`src/rtl/rf_value_responder.sv`:
```
// Responder for reflection-style GET/PUT/NEXT requests against an internal variable table.
// One request is outstanding at a time; the design side can update the table every cycle.
module rf_value_responder #(
    parameter int                  NUM_VARS = 8,
    parameter int                  DATA_W   = 32,
    parameter int                  HANDLE_W = 8,
    parameter logic [NUM_VARS-1:0] RO_MASK  = '0
) (
    input  logic                       clk,
    input  logic                       rst,
    input  logic                       req_valid,
    output logic                       req_ready,
    input  logic [1:0]                 req_op,
    input  logic [HANDLE_W-1:0]        req_handle,
    input  logic [DATA_W-1:0]          req_data,
    output logic                       rsp_valid,
    input  logic                       rsp_ready,
    output logic [1:0]                 rsp_status,
    output logic [HANDLE_W-1:0]        rsp_handle,
    output logic [DATA_W-1:0]          rsp_data,
    input  logic                       hw_we,
    input  logic [HANDLE_W-1:0]        hw_idx,
    input  logic [DATA_W-1:0]          hw_wdata,
    output logic [NUM_VARS*DATA_W-1:0] var_q,
    output logic [7:0]                 err_cnt
);

    typedef enum logic [1:0] {
        ST_IDLE = 2'd0,
        ST_EXEC = 2'd1,
        ST_RESP = 2'd2
    } state_t;

    localparam logic [1:0] OP_GET  = 2'd0;
    localparam logic [1:0] OP_PUT  = 2'd1;
    localparam logic [1:0] OP_NEXT = 2'd2;

    localparam logic [1:0] STS_OK         = 2'd0;
    localparam logic [1:0] STS_BAD_HANDLE = 2'd1;
    localparam logic [1:0] STS_READ_ONLY  = 2'd2;
    localparam logic [1:0] STS_BAD_OP     = 2'd3;

    localparam logic [HANDLE_W-1:0] NUM_H  = HANDLE_W'(NUM_VARS);
    localparam logic [HANDLE_W-1:0] LAST_H = HANDLE_W'(NUM_VARS - 1);
    localparam logic [HANDLE_W-1:0] ONE_H  = HANDLE_W'(1);

    state_t              state_r;
    logic [1:0]          op_r;
    logic [HANDLE_W-1:0] handle_r;
    logic [DATA_W-1:0]   data_r;
    logic [DATA_W-1:0]   var_r [NUM_VARS];

    logic                req_ready_r;
    logic                rsp_valid_r;
    logic [1:0]          rsp_status_r;
    logic [HANDLE_W-1:0] rsp_handle_r;
    logic [DATA_W-1:0]   rsp_data_r;
    logic [7:0]          err_cnt_r;

    logic                in_range_s;
    logic                ro_s;
    logic [DATA_W-1:0]   rd_val_s;
    logic [1:0]          sts_s;
    logic [HANDLE_W-1:0] nh_s;
    logic [DATA_W-1:0]   dat_s;
    logic                put_we_s;

    // Decode the latched request into the response it will produce in EXEC.
    always_comb begin
        in_range_s = (handle_r < NUM_H);
        rd_val_s   = '0;
        ro_s       = 1'b0;
        for (int i = 0; i < NUM_VARS; i++) begin
            rd_val_s = rd_val_s | ({DATA_W{handle_r == HANDLE_W'(i)}} & var_r[i]);
            ro_s     = ro_s | ((handle_r == HANDLE_W'(i)) & RO_MASK[i]);
        end
        sts_s = STS_OK;
        nh_s  = handle_r;
        dat_s = '0;
        if (op_r == 2'd3) begin
            sts_s = STS_BAD_OP;
        end else if (!in_range_s) begin
            sts_s = STS_BAD_HANDLE;
        end else begin
            case (op_r)
                OP_GET:  dat_s = rd_val_s;
                OP_PUT:  sts_s = ro_s ? STS_READ_ONLY : STS_OK;
                OP_NEXT: begin
                    // The last entry ends the iteration rather than wrapping.
                    if (handle_r == LAST_H) begin
                        sts_s = STS_BAD_HANDLE;
                    end else begin
                        nh_s = handle_r + ONE_H;
                    end
                end
                default: sts_s = STS_BAD_OP;
            endcase
        end
        put_we_s = (state_r == ST_EXEC) && (op_r == OP_PUT) && in_range_s && !ro_s;
    end

    // Variable table: a same-entry PUT overrides the design-side write.
    always_ff @(posedge clk or posedge rst) begin
        if (rst) begin
            for (int i = 0; i < NUM_VARS; i++) begin
                var_r[i] <= '0;
            end
        end else begin
            for (int i = 0; i < NUM_VARS; i++) begin
                if (put_we_s && (handle_r == HANDLE_W'(i))) begin
                    var_r[i] <= data_r;
                end else if (hw_we && (hw_idx == HANDLE_W'(i))) begin
                    var_r[i] <= hw_wdata;
                end
            end
        end
    end

    // Request/execute/respond sequencer with registered handshake and response fields.
    always_ff @(posedge clk or posedge rst) begin
        if (rst) begin
            state_r      <= ST_IDLE;
            op_r         <= 2'd0;
            handle_r     <= '0;
            data_r       <= '0;
            req_ready_r  <= 1'b1;
            rsp_valid_r  <= 1'b0;
            rsp_status_r <= STS_OK;
            rsp_handle_r <= '0;
            rsp_data_r   <= '0;
            err_cnt_r    <= 8'd0;
        end else begin
            case (state_r)
                ST_IDLE: begin
                    if (req_valid && req_ready_r) begin
                        op_r        <= req_op;
                        handle_r    <= req_handle;
                        data_r      <= req_data;
                        req_ready_r <= 1'b0;
                        state_r     <= ST_EXEC;
                    end
                end
                ST_EXEC: begin
                    rsp_status_r <= sts_s;
                    rsp_handle_r <= nh_s;
                    rsp_data_r   <= dat_s;
                    rsp_valid_r  <= 1'b1;
                    if ((sts_s != STS_OK) && (err_cnt_r != 8'hFF)) begin
                        err_cnt_r <= err_cnt_r + 8'd1;
                    end
                    state_r <= ST_RESP;
                end
                ST_RESP: begin
                    if (rsp_ready) begin
                        rsp_valid_r <= 1'b0;
                        req_ready_r <= 1'b1;
                        state_r     <= ST_IDLE;
                    end
                end
                default: begin
                    rsp_valid_r <= 1'b0;
                    req_ready_r <= 1'b1;
                    state_r     <= ST_IDLE;
                end
            endcase
        end
    end

    genvar g;
    generate
        for (g = 0; g < NUM_VARS; g++) begin : g_view
            assign var_q[g*DATA_W +: DATA_W] = var_r[g];
        end
    endgenerate

    assign req_ready  = req_ready_r;
    assign rsp_valid  = rsp_valid_r;
    assign rsp_status = rsp_status_r;
    assign rsp_handle = rsp_handle_r;
    assign rsp_data   = rsp_data_r;
    assign err_cnt    = err_cnt_r;

endmodule
```
`config.mk`:
```
export PLATFORM = sky130hd
export DESIGN_NAME = rf_value_responder
export DESIGN_NICKNAME = d
export VERILOG_FILES = /design/src/rtl/rf_value_responder.sv
export SDC_FILE = /design/constraint.sdc
export NUM_CORES = 1
export LEC_CHECK = 0
export CORE_MARGIN = 2
export CORE_UTILIZATION = 55
export CTS_BUF_LIST = sky130_fd_sc_hd__clkbuf_16
export DETAILED_ROUTE_END_ITERATION = 7
export GPL_TIMING_DRIVEN = 0
export PLACE_DENSITY = 0.86
export RECOVER_POWER = 25
export SYNTH_ARGS = -nofsm -noshare
export SYNTH_HDL_FRONTEND = slang
export SYNTH_SLANG_ARGS = --single-unit
```
`constraint.sdc`:
```
create_clock -name clk -period 25.2 [get_ports clk]
set_clock_uncertainty 0.15 [all_clocks]
set_input_delay 2.52 -clock clk [delete_from_list [all_inputs] [get_ports clk]]
set_output_delay 2.52 -clock clk [all_outputs]
set_load 0.02 [all_outputs]
```
# --- Yosys cells after proc, flatten, opt, wreduce, memory -nomap -nowiden ---
# Cells that the tools add are included.
# Widths: inputs -> output; s select.
op_classes:
  n_addsub: 2
  order_cmp: 1
  eq_ne: 22
  n_mux: 35
  n_bitwise: 17
  n_reduce_logical: 39
ops:
  columns: ["cell", "count"]
  rows:
  - ["$mux 32", 19]
  - ["$and 32x32->32", 8]
  - ["$or 32x32->32", 7]
  - ["$eq 8x3->1 const B", 8]
  - ["$eq 8x2->1 const B", 4]
  - ["$mux 8", 4]
  - ["$logic_and 1x1->1", 20]
  - ["$reduce_bool 2->1", 9]
  - ["$add 8x1->8 const B", 2]
  - ["$eq 8x1->1 const B", 2]
  - ["$logic_not 8->1", 2]
  - ["$lt 8x4->1 const B", 1]
  - ["$mux 2", 4]
  - ["$ne 8x8->1 const B", 1]
  - ["$reduce_and 2->1", 4]
  - ["$eq 2x2->1 const B", 3]
  - ["$pmux 1 s3", 2]
  - ["$pmux 2 s3", 1]
  - ["$eq 2x1->1 const B", 2]
  - ["$logic_not 2->1", 2]
  - ["$mux 1", 4]
  - ["$ne 2x2->1 const B", 2]
  - ["$pmux 2 s2", 1]
  - ["$reduce_and 3->1", 1]
  - ["2 further kinds", 3]
totals:
  ff_bits: 352
  inputBits: 87
  wordCells: 134

# --- Depth between registers and ports, before layout ---
logic_depth:
  word_depth: 12
  ltp_mapped: 9
  ltp_nobuf: 7

# --- Worst setup path before layout ---
# Ideal clock, no wire load.
synth_path:
  path_kind: "in2reg"
  start: "input hw_idx[5]"
  end: "register var_r (netlist bit var_q[224])"
  setup_ns: 0.137
  t_arrival_ns: 4.021
  path_slack_ns: 20.892
  cell_stages: 7
  path_buffers: 2
  cell_sequence: "nor4_1 nand2_1 or3_1 clkbuf_1 buf_1 mux2i_1 a21oi_1"
synth_between:
  elab_chain_len: 3
synth_rtl:
  columns: ["item", "line", "rtl"]
  rows:
  - ["start, declared", "22", "input logic [HANDLE_W-1:0] hw_idx,"]
  - ["$eq 8x3->1", "112", "end else if (hw_we && (hw_idx == HANDLE_W'(i))) begin"]
  - ["$logic_and 1x1->1", "112", null]
  - ["$reduce_bool 2->1 (no line)", null, null]
  - ["end signal, assigned by index", "111", "var_r[i] <= data_r;"]
  - ["end signal, assigned by index", "113", "var_r[i] <= hw_wdata;"]
  - ["end, declared", "51", "logic [DATA_W-1:0] var_r [NUM_VARS];"]
# No other way between the ends.
# A chain may end at the register's enable or synchronous reset.

==> flow_metrics.tcl <==
set metrics [dict create \
    status "finished, violations left" \
    violations "capacitance limit, slew limit" \
    clock-root-buffer "clkbuf_16" \
    pre_cts_slack_ps 19630 \
    syn_inst 1725 \
    crit_required_ps 24170 \
    grt_busiest_layer "met2" \
    seq_area_frac_synth_pct 50.5 \
    yosysTopAreaCell "dfrtp_1" \
    total_power_mw 1.83 \
    ctsResizeCount 0 \
    startpoint_type "primary input" \
    synthToLayoutAreaGrowth_pct 30.9 \
    fin_cells 2564 \
    grt_pass1_wl_um 106000 \
    die_x_um 182 \
    synthTopCellsByArea "dfrtp_1, mux2i_1, a21oi_1" \
    synth_nets 1817 \
    post-route-util_pct 72.7 \
    clockBufferDepth 3 \
    peakVddDrop_mv 0.0549 \
    regArea_um2 8810 \
    worst_hold_slack_ps 333 \
    synth.avg_cell_area_um2 10.1 \
    num_vias 17300 \
    routedWlPerCell_um 28.7 \
    globalRouteMet2Util_pct 64.3 \
    cts.htree.levels 2 \
    min_period_ps 11630 \
    grt_max_degree 121 \
    synth_flop_cell "dfrtp_1" \
    cts_tree "done" \
    ys_ff_latch 352 \
    fill_cells 2267 \
    layout-drive-gt1-share_pct 7.78 \
    grt_use_total_pct 43.3 \
    dieArea_um2 33100 \
    worst_pin_slew_ps 6220 \
    drt.antenna.violating_nets 0 \
    drc 0 \
    num_rows 65 \
    layout.nets 2221 \
    synth.distinct_cells 48 \
    mappedNetlistArea_um2 17400 \
    setup_tns_ps 0 \
    cap_violations 3 \
    setup_viol 0 \
    drtIter0Drc 3016 \
    p_leak_nw 9.86 \
    multi_input_area_um2 7790 \
    grt_use_met1_pct 53.1 \
    start_util_pct 55.6 \
    hold_viol_final 0 \
    worst_hold_path_type "register to register" \
    final-max-slew-violation-count 249 \
    mostFrequentLayoutCell "clkdlybuf4s50_1" \
    hold_buffers 0 \
    dpl-instance-area_um2 21600 \
    via_per_inst 6.74 \
    crit_path_max_fanout 120 \
    clock_latency_ps 550 \
    synth_edf_count 0 \
    die_h_um 182 \
    arrival_ps 10600 \
    synth-async-reset-ratio_pct 100 \
    antenna_found_initial 5 \
    finalInstanceArea_um2 22800 \
    cts_buffers 38 \
    rsz0062_at_grt "false" \
    dp_cells 2491 \
    cpPeakStageDelay_ps 4530 \
    postCtsSetupBuffers 0 \
    drt-total-wl_um 73500 \
    clkTransAtPathRegs_ps 60 \
    gp_congestion 0.957 \
    core_um2 31400 \
    worst_setup_path_end_kind "async pin" \
    port-buffer-count 362 \
    yosysWarnings 0 \
    dr.pass1.iters 7 \
    worst_slack_ps 13570 \
    io_pins 395 \
    clock_sinks 352 \
    crit_slowest_cell "clkbuf_1" \
    slew-limit-headroom_pct -315 \
    crit_chain "dlygate4sd3_1, clkinvlp_2, clkbuf_1" \
    synth_top_area_share_pct 50.4 \
    p_per_area_nw_per_um2 80.2 \
    max_freq_ghz 0.0860 \
    hpwlAfterDp_um 49000 \
    fin_crit_sh_pct 46.1 \
    grt_overflow 0 \
    crit_type "primary input to async pin" \
    first_global_vias 16800 \
    final_cell_mix "clkdlybuf4s50_1, dfrtp_1, mux2i_1, nor2_1, a21oi_1" \
    grt_use_met3_pct 15.5 \
]
[synth_stat cells, types with 2 or more instances]
library cell	instances
nand3b_1	3
mux2i_1	303
nor2_1	298
o21ai_1	20
o21ai_0	19
dfrtp_1	351
buf_6	4
and3_1	2
mux2_2	47
xnor2_1	5
clkbuf_1	61
and2_1	3
ha_1	5
xor2_1	3
a221oi_1	5
buf_2	53
nand2_1	50
inv_1	5
nor3_2	2
o22ai_1	41
nand2b_1	5
a22oi_1	21
or3_1	6
a222oi_1	32
o22ai_2	2
a22o_1	5
nand3_1	4
buf_1	70
a21oi_1	268
nor3b_1	2
nor3_1	5
nand2_2	7
nand4_1	3
[sequential cells by signal (all words and copies together), names as in the netlist]
signal and count:
var_q 256, rsp_data 32, op_r 2, req_ready 1
rsp_valid 1, data_r 32, err_cnt 8, rsp_handle 8
handle_r 8, rsp_status 2, state_r 2
[power breakdown]
part	switching (mW)	internal [mW]
sequential	0.0485	0.623
combinational	0.374	0.212
clock	0.239	0.333
total	0.662	1.17
[critical path, delay by kind of cell]
kind                   cells  cell delay (ps)
buffers and inverters      3             7900
[cell type report]
| type | instances | area share, % |
|---|---|---|
| Clock inverter | 28 | 0.954 |
| Clock buffer | 41 | 4.50 |
| Multi-Input combinational cell | 1180 | 34.1 |
| Timing Repair Buffer | 364 | 16.0 |
| Tap cell | 402 | 2.20 |
| Sequential cell | 352 | 38.6 |
| Antenna cell | 4 | 0.0439 |
| Buffer | 188 | 3.48 |
| Inverter | 5 | 0.0877 |
[final timing paths]
path | start | slack, ps | end | cells past startpoint
max | rst | 13570 | data_r[17] | 3
min | rsp_data[28] | 330 | rsp_data[28] | 2
max reg2reg | handle_r[4] | 20160 | rsp_data[7] | 6
min reg2reg | rsp_data[28] | 330 | rsp_data[28] | 2
max in group clk | hw_idx[4] | 20020 | var_q[224] | 8
min in group asynchronous | rst | 3840 | err_cnt[0] | 2
[cells by family (layout without fill, tap and decap cells)]
logic type / after synthesis / after routing / synth area share (%)
AOI/OAI and AO/OA: 419 / 419 / 14.0
and+or+nand+nor: 398 / 398 / 9.60
DFF: 352 / 352 / 50.5
muxes: 350 / 350 / 20.4
buffers and inverters: 193 / 626 / 4.71
xor gates and xnor gates: 8 / 8 / 0.402
adders and majority gates: 5 / 5 / 0.359
other: 0 / 4 / 0
[routing by layer]
layer  vias to the layer above  share of wire [%]
met5                         -              0.020
met1                      8213                 33
met2                      1684                 43
met3                       468                 15
met4                         2                8.3
li1                       6913                  -
Power figures use the tool's default switching activity.
